===== src/rtl/cmp_pkg.sv =====
// Shared constants for the cascaded magnitude comparator: nibble width,
// {G,E,L} cascade codes and the sequencer state encoding.
package cmp_pkg;

   localparam int NIB_W = 4;

   localparam logic [2:0] CASC_GT = 3'b100;
   localparam logic [2:0] CASC_EQ = 3'b010;
   localparam logic [2:0] CASC_LT = 3'b001;

   typedef enum logic [1:0] {
      ST_IDLE = 2'd0,
      ST_RUN  = 2'd1,
      ST_DONE = 2'd2
   } state_t;

endpackage


===== src/rtl/cmp4_slice.sv =====
// Combinational 4-bit magnitude comparator with {G,E,L} cascade in/out.
// A differing nibble decides the result; equal nibbles pass the cascade input through.
module cmp4_slice
   import cmp_pkg::*;
(
   input  logic [NIB_W-1:0] a4,
   input  logic [NIB_W-1:0] b4,
   input  logic             gi,
   input  logic             ei,
   input  logic             li,
   output logic             go,
   output logic             eo,
   output logic             lo
);

   always_comb begin
      {go, eo, lo} = {gi, ei, li};
      if (a4 > b4) begin
         {go, eo, lo} = CASC_GT;
      end else if (a4 < b4) begin
         {go, eo, lo} = CASC_LT;
      end
   end

endmodule


===== src/rtl/cascade_compare_seq.sv =====
// Sequential WIDTH-bit comparator: one reused 4-bit slice, LSB nibble first, result after WIDTH/4 RUN cycles.
// start is accepted only in IDLE or DONE (back-to-back allowed); start during RUN is ignored.
module cascade_compare_seq
   import cmp_pkg::*;
#(
   parameter int WIDTH = 16
) (
   input  logic             clk,
   input  logic             rst,
   input  logic             start,
   input  logic [WIDTH-1:0] a,
   input  logic [WIDTH-1:0] b,
   output logic             busy,
   output logic             done,
   output logic             gt,
   output logic             eq,
   output logic             lt
);

   localparam int NIB   = WIDTH / NIB_W;
   localparam int IDX_W = (NIB > 1) ? $clog2(NIB) : 1;

   generate
      if ((WIDTH % NIB_W) != 0 || WIDTH < NIB_W) begin : g_bad_width
         $error("cascade_compare_seq: WIDTH must be a multiple of 4 and at least 4");
      end
   endgenerate

   state_t           state_q, state_d;
   logic [WIDTH-1:0] a_q, a_d;
   logic [WIDTH-1:0] b_q, b_d;
   logic [2:0]       casc_q, casc_d;
   logic [IDX_W-1:0] idx_q, idx_d;
   logic [2:0]       res_q, res_d;

   logic [NIB_W-1:0] a_nib;
   logic [NIB_W-1:0] b_nib;
   logic             s_go, s_eo, s_lo;
   logic             accept;
   logic             last_nib;

   // idx*4 as a shift keeps the part-select base free of width mixing
   assign a_nib = a_q[{idx_q, 2'b00} +: NIB_W];
   assign b_nib = b_q[{idx_q, 2'b00} +: NIB_W];

   cmp4_slice u_slice (
      .a4 (a_nib),
      .b4 (b_nib),
      .gi (casc_q[2]),
      .ei (casc_q[1]),
      .li (casc_q[0]),
      .go (s_go),
      .eo (s_eo),
      .lo (s_lo)
   );

   assign accept   = start && (state_q == ST_IDLE || state_q == ST_DONE);
   assign last_nib = (idx_q == IDX_W'(NIB - 1));

   always_comb begin
      state_d = state_q;
      a_d     = a_q;
      b_d     = b_q;
      casc_d  = casc_q;
      idx_d   = idx_q;
      res_d   = res_q;

      unique case (state_q)
         ST_IDLE, ST_DONE: begin
            state_d = ST_IDLE;
            if (accept) begin
               a_d     = a;
               b_d     = b;
               casc_d  = CASC_EQ;
               idx_d   = '0;
               state_d = ST_RUN;
            end
         end
         ST_RUN: begin
            casc_d = {s_go, s_eo, s_lo};
            if (last_nib) begin
               res_d   = {s_go, s_eo, s_lo};
               idx_d   = '0;
               state_d = ST_DONE;
            end else begin
               idx_d = idx_q + IDX_W'(1);
            end
         end
         default: state_d = ST_IDLE;
      endcase
   end

   always_ff @(posedge clk or posedge rst) begin
      if (rst) begin
         state_q <= ST_IDLE;
         a_q     <= '0;
         b_q     <= '0;
         casc_q  <= CASC_EQ;
         idx_q   <= '0;
         res_q   <= CASC_EQ;
      end else begin
         state_q <= state_d;
         a_q     <= a_d;
         b_q     <= b_d;
         casc_q  <= casc_d;
         idx_q   <= idx_d;
         res_q   <= res_d;
      end
   end

   assign busy         = (state_q == ST_RUN);
   assign done         = (state_q == ST_DONE);
   assign {gt, eq, lt} = res_q;

endmodule


===== config.mk =====
export PLATFORM = sky130hd
export DESIGN_NAME = cascade_compare_seq
export DESIGN_NICKNAME = d
export VERILOG_FILES = /design/src/rtl/cmp_pkg.sv /design/src/rtl/cmp4_slice.sv /design/src/rtl/cascade_compare_seq.sv
export SDC_FILE = /design/constraint.sdc
export NUM_CORES = 1
export LEC_CHECK = 0
export BUFFER_PORTS_ARGS = -buffer_cell sky130_fd_sc_hd__clkbuf_2
export CELL_PAD_IN_SITES_DETAIL_PLACEMENT = 0
export CELL_PAD_IN_SITES_GLOBAL_PLACEMENT = 1
export CORE_ASPECT_RATIO = 1.4
export CORE_MARGIN = 2
export CORE_UTILIZATION = 41
export DETAILED_ROUTE_END_ITERATION = 10
export PLACE_DENSITY_LB_ADDON = 0.3
export SYNTH_ARGS = -nofsm -noshare
export SYNTH_HDL_FRONTEND = slang
export SYNTH_HIERARCHICAL = 1
export SYNTH_SLANG_ARGS = --single-unit

===== constraint.sdc =====
create_clock -name clk -period 2.1 [get_ports clk]
set_input_delay 0.42 -clock clk [delete_from_list [all_inputs] [get_ports clk]]
set_output_delay 0.42 -clock clk [all_outputs]
set_load 0.1 [all_outputs]

# --- Yosys cells after proc, flatten, opt, wreduce, memory -nomap -nowiden ---
# Cells that the tools add are included.
classes:
  reduce_logical: 8
  add_sub_neg: 1
  eq_ne: 5
  n_mux: 14
  shift: 2
  order_cmp: 2
op_table:
  columns: ["operator", "count"]
  rows:
  - ["variable part select 16 x 5 -> 4 bit", 2]
  - ["one-hot mux 2 bit (2 select lines)", 2]
  - ["two-way mux 1 bit", 7]
  - ["two-way mux 2 bit", 3]
  - ["one-hot mux 3 bit (2 select lines)", 1]
  - ["AND reduction 2 bit", 3]
  - ["equality test 2 bit, second input constant", 2]
  - ["> comparator 4 bit", 1]
  - ["< comparator 4 bit", 1]
  - ["two-way mux 3 bit", 1]
  - ["adder 2 x 1 -> 2 bit, second input constant", 1]
  - ["equality test 2 x 1 -> 1 bit, second input constant", 1]
  - ["logical NOT 2 bit", 1]
  - ["!= test 2 x 1 -> 1 bit, second input constant", 1]
  - ["!= test 2 bit, second input constant", 1]
  - ["nonzero test 2 bit", 1]
  - ["OR reduction 2 bit", 1]
  - ["logical AND 1 bit", 1]
  - ["logical OR 1 bit", 1]
word_totals:
  output_inout_bits: 5
  input_bits: 35
  regBits: 42
  word_cells: 38

# --- Depth between registers and ports, before layout ---
# Gate-level depths: netlist of the first run.
depth:
  depth_word: 5
  mapped_depth: 9
  ltp_nobuf: 8

# --- Hierarchy ---
# Netlist of the first run, hierarchy kept.
modules_own_cells:
  columns: ["module", "area_per_inst_um2", "seq_area_each_um2", "n_inst", "cells_per_inst"]
  rows:
  - ["cascade_compare_seq", 2037.0, 1053.5, 1, 116]
  - ["cmp4_slice", 137.6, 0.0, 1, 17]

# --- Worst setup path after synthesis of the first run ---
# OpenSTA, ideal clock, no wires.
synth_timing:
  path_kind: "register -> output"
  start: "register state_q[0]"
  end: "output port done"
  arrival_ns: 1.913
  slack_ns: -0.233
  path_buffers: 1
  stages_incl_launch_ff: 3
  t_required_ns: 1.680
  path_cell_list: "dfrtp_1 buf_4 nor2b_1"
synth_via:
  elab_chain_len: 1
synth_lines:
  columns: ["item", "line", "source"]
  rows:
  - ["start, declared", "cascade_compare_seq.sv:29", "state_t state_q, state_d;"]
  - ["start signal, assigned", "cascade_compare_seq.sv:102", "state_q <= state_d;"]
  - ["equality test 2 bit", "cascade_compare_seq.sv:112", "assign done = (state_q == ST_DONE);"]
  - ["end, declared", "cascade_compare_seq.sv:14", "output logic done,"]
# No other way between the ends.

# --- Final worst setup path of the first run ---
layout_timing:
  start: "register idx_q[0]"
  end: "register res_q[0]"
layout_via:
  elab_chain_len: 4
  word_cells_on_any_way: 8
  cone_classes: "order compare: 2; eq/ne: 1; shift: 2; mux: 2; reduce/logical: 1"
layout_lines:
  columns: ["item", "line", "source"]
  rows:
  - ["start, declared", "cascade_compare_seq.sv:33", "logic [IDX_W-1:0] idx_q, idx_d;"]
  - ["start signal, assigned", "cascade_compare_seq.sv:106", "idx_q <= idx_d;"]
  - ["variable part select 16 x 5 -> 4 bit *", "cascade_compare_seq.sv:43", "assign a_nib = a_q[{idx_q, 2'b00} +: NIB_W];"]
  - ["named net a_nib[1]", "cascade_compare_seq.sv:36", "logic [NIB_W-1:0] a_nib;"]
  - ["< comparator 4 bit", "cmp4_slice.sv:20", "end else if (a4 < b4) begin"]
  - ["two-way mux 1 bit", "cmp4_slice.sv:20", null]
  - ["two-way mux 1 bit *", "cmp4_slice.sv:18", "if (a4 > b4) begin"]
  - ["named net s_lo", "cascade_compare_seq.sv:38", "logic s_go, s_eo, s_lo;"]
  - ["end signal, assigned", "cascade_compare_seq.sv:107", "res_q <= res_d;"]
  - ["end, declared", "cascade_compare_seq.sv:34", "logic [2:0] res_q, res_d;"]
# Mark *: on every way through the listed nets, which the timed path passes. The rest lies on a longest branch.
# A chain may end at the register's enable or synchronous reset.

==> key figures, run 1 <==
Run status
  – Run status: complete, but fails checks
  – Failing checks: negative setup slack

Logic synthesis
  – Top-count cell post-synth: dfrtp_1
  – Syn Area/Cell: between 15 and 20 um^2
  – Simple-gate share of the synthesized area: 0.0524
  – Sequential element share of the synthesized area: 0.484
  – Synth top cells by count: dfrtp_1, mux2_4, mux4_2
  – Asr flop ratio synth: 1.00
  – Main combinational cell family by area after synthesis: multiplexers
  – Post-synth EDFFs: 0
  – Post-Synth XOR/XNOR Area: 0
  – Synth Cell Area: 2170 um^2
  – Main area contributors after synthesis: dfrtp_1, mux2_4, mux4_2, ha_1, buf_12
  – Post-Synth Adder-Cell Area: 0.0288
  – Number of synthesized register bits: 42
  – Dominant cell type by area after synthesis: dfrtp_1
  – Main flop type after synthesis: dfrtp_1
  – Post-synthesis compound-gate area fraction: 0.0322
  – Post-synth top area share: 0.460
  – Syn_nets: 173
  – Post-Syn Instances: approximately 130
  – Post-synth cell types: 29
  – Mux contribution to synthesized area: 0.344
  – Synth warn: 6

Clock tree
  – CTS Hold Bufs: 0
  – Reg clk slew, reported paths: approximately 0.080 ns
  – Inserted Clock Buffers: 5
  – Root buf cell: clkbuf_8
  – Worst-case clock buffer depth: 2
  – CTS sink cnt: 42
  – Htree depth: 2
  – CTS tree: yes
  – Worst-Skew Late Latency: around 0.29 ns

Cells and area
  – Share of layout cells above drive strength 1: 0.635
  – Area delta synth->final: 21.3%
  – Cell area after layout: between 2000 and 3000 um^2
  – Number of nets in the layout: 221
  – # diodes: 0

Route
  – WL per Instance: approximately 16 um
  – Vias/cell: about 5.0
  – First-pass DRT Iterations: 2
  – Initial drt markers: 36
  – DR DRC count: 0
  – Via count: about 1.2k
  – Total routed wirelength: 3950 um
  – Routed Antenna Nets: 0

Setup path
  – Crit path cell chain: mux4_2 > ha_4 > nor2b_4 > o211ai_4 > a22o_1 > mux2_4
  – Start point of the critical path: idx_q[0]$_DFFE_PP0P_
  – Crit path kind: register to register
  – Worst R2R Start: idx_q[0]$_DFFE_PP0P_
  – Critical Path Max Stage Delay: around 0.58 ns
  – Critical path peak fanout: 8
  – CP arrival: roughly 2.4 ns
  – CP required: between 2 and 2.5 ns
  – Crit. End Element: register
  – Critical Path Slowest Stage Cell: mux4_2
  – Startpoint Class: register

Floorplan
  – Core ar.: a little over 5000 um^2
  – Row cnt: 31
  – Initial Utilization: 0.422
  – # IOs: 40
  – Die X: between 60 and 70 um
  – Die Ht: around 90 um
  – Die ar.: approximately 6000 um^2

GRT
  – Total grt overflow: 0
  – First-pass GRT wire length: roughly 6600 um
  – Initial antenna violation count: 0
  – Gr usage total: 0.148
  – Vias in the first global route: between 1k and 1.5k
  – Largest net degree at the start of global routing: 43

STA
  – Max_slew headroom: 0.643
  – Clk_skew: ~0.009 ns
  – FMAX: around 0.45 GHz
  – Setup ws final: -0.134 ns
  – Post-layout min period: about 2.2 ns
  – # setup viols final: 6
  – RSZ-0062 raised after global routing: true
  – Slew Viols, Final: 0
  – Final Hold Fails: 0
  – Worst Max-Slew Pin Slew: about 0.54 ns
  – Period Utilization, post-route: 1.06

Power and ir drop
  – Logic pwr share: 0.561
  – Sequential share of power: 0.311
  – Switching power: between 1500 and 2000 uW
  – Leakage power: about 0.0013 uW
  – P_int: ~3200 uW
  – Power share of the clock group: 0.128
  – VDD IR-drop max: ~0.71 mV
  – Sw frac: 0.364
  – PD cells: about 1900 nW/um^2
  – Total power: between 5000 and 6000 uW

Placement
  – Global placer's final weighted congestion: 0.737
  – Dpl cell area: around 2400 um^2
  – Detailed Place HPWL: between 2000 and 3000 um
  – Dpl ws: -0.316 ns
  – IO Port Bufs: 39

Hold path
  – Worst hold path type: input port to asynchronous set/reset pin

Run
  – Max Cap Viol: 0
## layer usage
layer | vias up | wire (um) | global-route usage | part of all wire
li1 | 574 | - | - | -
met1 | 637 | 1740 | 0.201 | 0.44
met2 | 29 | 1980 | 0.225 | 0.50
met3 | 7 | 167 | 0.0413 | 0.042
met4 | 0 | 66 | 0.0521 | 0.017
met5 | - | 0 | 0 | 0
## critical path, delay by kind of cell (launching register included)
kind                       cells  cell delay (ns)
muxes                          2             0.85
DFF                            1             0.51
AOI/OAI and AO/OA              2             0.33
adders and majority gates      1             0.29
and+or+nand+nor                1             0.15
## final cells by class
| type | instances | area (um^2) |
|---|---|---|
| Clock buffer | 6 | 82.6 |
| Tap cell | 66 | 82.6 |
| Clock inverter | 1 | 30.0 |
| Timing Repair Buffer | 49 | 293 |
| Sequential cell | 42 | 1050 |
| Fill cell | 435 | 2520 |
| Multi-Input combinational cell | 75 | 1060 |
| Inverter | 8 | 30.0 |
## layout by cell type, fill, tap and decap left out, types with 2 or more instances in the layout
master	count
a31o_1	2
buf_4	8
buf_6	2
clkbuf_2	38
clkbuf_8	6
dfrtp_1	39
dfstp_2	2
ha_1	2
ha_4	3
inv_1	6
inv_2	2
mux2_1	2
mux2_4	33
mux2i_1	5
mux4_2	8
nand2b_1	4
nor2b_4	2
## worst paths after layout
path | depth (start not counted) | slack, ns | to
max | 6 | -0.13 | res_q[0]$_DFFE_PP0P_
min | 3 | 0.23 | b_q[4]$_DFFE_PP0P_
max reg2reg | 6 | -0.13 | res_q[0]$_DFFE_PP0P_
min reg2reg | 1 | 0.49 | a_q[4]$_DFFE_PP0P_
max in group asynchronous | 3 | 1.46 | idx_q[0]$_DFFE_PP0P_
min in group clk | 2 | 0.35 | a_q[5]$_DFFE_PP0P_
## registers in the layout (all words and copies together) (netlist names)
register and count:
casc_q 3, b_q 16, state_q 2, a_q 16
res_q 3, idx_q 2
## cells by family (layout without fill, tap and decap cells)
logic type | Yosys count | after routing
multiplexers | 48 | 48
flip-flops | 42 | 42
AND/OR/NAND/NOR | 13 | 13
buffers and inverters | 16 | 64
adder cells (fa/ha/maj) | 5 | 5
AO/OA/AOI/OAI | 9 | 9
## metrics by stage
step	TNS, ns	hold WS, ns	utilization	instances
CTS	-0.583	0.248	0.504	246
global placement	-1.17	0.480	0.475	238
floorplan	-0.0884	0.453	-	133
global route	-1.15	0.285	0.511	247
finish	-0.639	0.232	0.511	247
detailed placement	-1.65	0.487	0.475	238
## power by group through the flow
stage	sequential (uW)	clock [uW]	combinational [uW]
CTS	1580	667	2590
detailed placement	1580	0	2450
global route	1620	709	3030
floorplan	1580	0	2020
finish	1570	646	2830
global placement	1580	0	2360
## timing repair
action                     4_1_cts  5_1_grt
setup endpoints to repair        6        6
pin swaps                        3        3
cloned                           0        0
setup buffers                    1        1
resized for setup                7        4
No activity file was read; power rests on OpenSTA's default activity.
==> inputs of run 2 (changes only) <==
BUFFER_PORTS_ARGS = -buffer_cell sky130_fd_sc_hd__buf_2   (was -buffer_cell sky130_fd_sc_hd__clkbuf_2)
==> run 2 against run 1 <==
  * The run still ends with negative setup slack left
  * Maximum frequency up 1.2%
  * Non-clock buffer count up 2
  * Worst hold slack better by 0.0082 ns
  * Clock skew about the same
  * Design area up 0.71%
  * Critical path depth up 2
  * Critical endpoint is now casc_q[2]$_DFFE_PP0P_
==> key figures, run 2 (synthesis results as in run 1) <==
Floorplan
  – Die Ht: between 90 and 100 um
  – Core ar.: around 5200 um^2
  – Die ar.: approximately 5900 um^2
  – # IOs: 40
  – Die X: around 66 um
  – Row cnt: 31
  – Initial Utilization: 0.422

Setup path
  – R2r setup slk: -0.11 ns
  – Worst setup path end: casc_q[2]$_DFFE_PP0P_
  – CP required: between 2 and 2.5 ns
  – Critical Path Slowest Stage Cell: mux4_2
  – Start point of the critical path: idx_q[0]$_DFFE_PP0P_
  – Critical path peak fanout: 7
  – Crit path kind: register to register
  – FF-to-FF End: casc_q[2]$_DFFE_PP0P_
  – Worst R2R Start: idx_q[0]$_DFFE_PP0P_
  – Crit path cell chain: mux4_2 > inv_2 > ha_4 > nor2b_4 > o211ai_4 > a22oi_2 > and3b_1 > a31o_1
  – Startpoint Class: register
  – CP arrival: approximately 2.4 ns
  – Critical Path Max Stage Delay: 0.54 ns
  – Crit. End Element: register
  – Worst-case reg-to-reg path depth: 8

Route
  – Vias/cell: 4.91
  – First-pass DRT Iterations: 4
  – Total routed wirelength: around 4000 um
  – Via count: approximately 1.2k
  – Routed Antenna Nets: 0
  – DR DRC count: 0
  – WL per Instance: between 15 and 20 um
  – Initial drt markers: 31

Run status
  – Failing checks: negative setup slack
  – Run status: complete, but fails checks

STA
  – # setup viols final: 5
  – Clk_skew: ~0.0087 ns
  – Period Utilization, post-route: 1.05
  – RSZ-0062 raised after global routing: true
  – Final Hold Fails: 0
  – Post-layout min period: between 2 and 2.5 ns
  – Slew Viols, Final: 0
  – Worst Max-Slew Pin Slew: 0.523 ns
  – Max_slew headroom: 0.652
  – Setup ws final: -0.108 ns
  – FMAX: roughly 0.45 GHz

Placement
  – Post-Place Cells: roughly 240
  – Dpl ws: -0.308 ns
  – Global placer's final weighted congestion: slightly above 0.7
  – Dpl cell area: approximately 2500 um^2
  – IO Port Bufs: 39
  – Detailed Place HPWL: 2980 um

Clock tree
  – CTS sink cnt: 42
  – Reg clk slew, reported paths: about 0.080 ns
  – Root buf cell: clkbuf_8
  – Worst-Skew Late Latency: 0.30 ns
  – Htree depth: 2
  – Inserted Clock Buffers: 5
  – CTS tree: yes
  – Worst-case clock buffer depth: 2

Power and ir drop
  – Leakage power: approximately 0.0013 uW
  – Sequential share of power: 0.300
  – Power share of the clock group: 0.123
  – VDD IR-drop max: between 0.7 and 0.8 mV
  – Total power: approximately 5000 uW
  – Switching power: between 1500 and 2000 uW
  – Sw frac: 0.366
  – P_int: ~3300 uW
  – PD cells: 1930 nW/um^2
  – Logic pwr share: 0.577

Cells and area
  – # diodes: 0
  – Area delta synth->final: 22.2%
  – Cell area after layout: about 2700 um^2
  – Number of nets in the layout: between 200 and 250
  – Fin cells: between 200 and 300
  – Share of layout cells above drive strength 1: 0.647
  – Most frequent cells in the layout: dfrtp_1, buf_2, mux2_4
  – Top flop regs: a_q x16, b_q x16

GRT
  – Total grt overflow: 0
  – Gr usage total: 0.151
  – Vias in the first global route: ~1.4k
  – Initial antenna violation count: 0
  – Largest net degree at the start of global routing: 43
  – First-pass GRT wire length: around 6800 um

Run
  – Max Cap Viol: 0

Hold path
  – Worst hold path type: input port to asynchronous set/reset pin
[run 2: cell types whose count changed in the layout (fill, tap and decap cells not counted), sizes merged]
cell / before / now
buf: 11 / 51
clkbuf: 44 / 5
clkinv: 0 / 2
[run 2: what timing repair did]
| action | in CTS | in global routing |
|---|---|---|
| setup buffers | 2 | 1 |
| hold buffers | 0 | 0 |
| pin swaps | 2 | 2 |
| endpoints found under the setup margin | 6 | 6 |
| resized for setup | 5 | 7 |
[run 2: worst max-delay path, delay by kind of cell, from the launching register on]
kind	cells	cell delay, ns
mux	1	0.54
flops	1	0.49
compound gates	3	0.49
simple gates	2	0.31
fa+ha+maj	1	0.20
buf+inv	1	0.09
[run 2: per-layer routing]
metal / wire length [um] / part of all wire / vias up / track usage
met4: 55 / 0.014 / 0 / 0.0469
met3: 181 / 0.045 / 7 / 0.0413
li1: - / - / 576 / -
met2: 2040 / 0.51 / 29 / 0.244
met1: 1730 / 0.43 / 615 / 0.194
met5: 0 / 0 / - / 0
[run 2: worst min path at each step]
stage	start	end	slack, ns	cells after the start
after floorplan	a_q[4]$_DFFE_PP0P_	a_q[4]$_DFFE_PP0P_	0.45	1
after global placement	a_q[4]$_DFFE_PP0P_	a_q[4]$_DFFE_PP0P_	0.49	1
after detailed placement	a_q[4]$_DFFE_PP0P_	a_q[4]$_DFFE_PP0P_	0.49	1
after CTS	rst	b_q[13]$_DFFE_PP0P_	0.26	3
after global routing	rst	b_q[13]$_DFFE_PP0P_	0.29	3
final	rst	b_q[8]$_DFFE_PP0P_	0.24	3
[run 2: final cells by class]
cell class / count / area (um^2)
fill: 449 / 2500
multi-input combinational: 75 / 1070
sequential: 42 / 1050
timing repair buffer: 51 / 305
tap: 66 / 82.6
clock buffer: 5 / 68.8
clock inverter: 3 / 40.0
inverter: 8 / 30.0
[run 2: stage by stage]
stage / utilization / hold slack, ns / setup TNS [ns]
2_1_floorplan: - / 0.453 / -0.0884
3_3_place_gp: 0.476 / 0.485 / -1.23
3_5_place_dp: 0.476 / 0.489 / -1.56
4_1_cts: 0.504 / 0.256 / -0.742
5_1_grt: 0.515 / 0.291 / -0.903
6_report: 0.515 / 0.240 / -0.385
[run 2: power by group through the flow]
stage          Combinational (uW)  Sequential (uW)  Clock (uW)
4_1_cts                      2680             1560         652
3_5_place_dp                 2480             1560           0
2_1_floorplan                2020             1580           0
5_1_grt                      3160             1600         687
6_report                     2960             1540         632
3_3_place_gp                 2390             1560           0
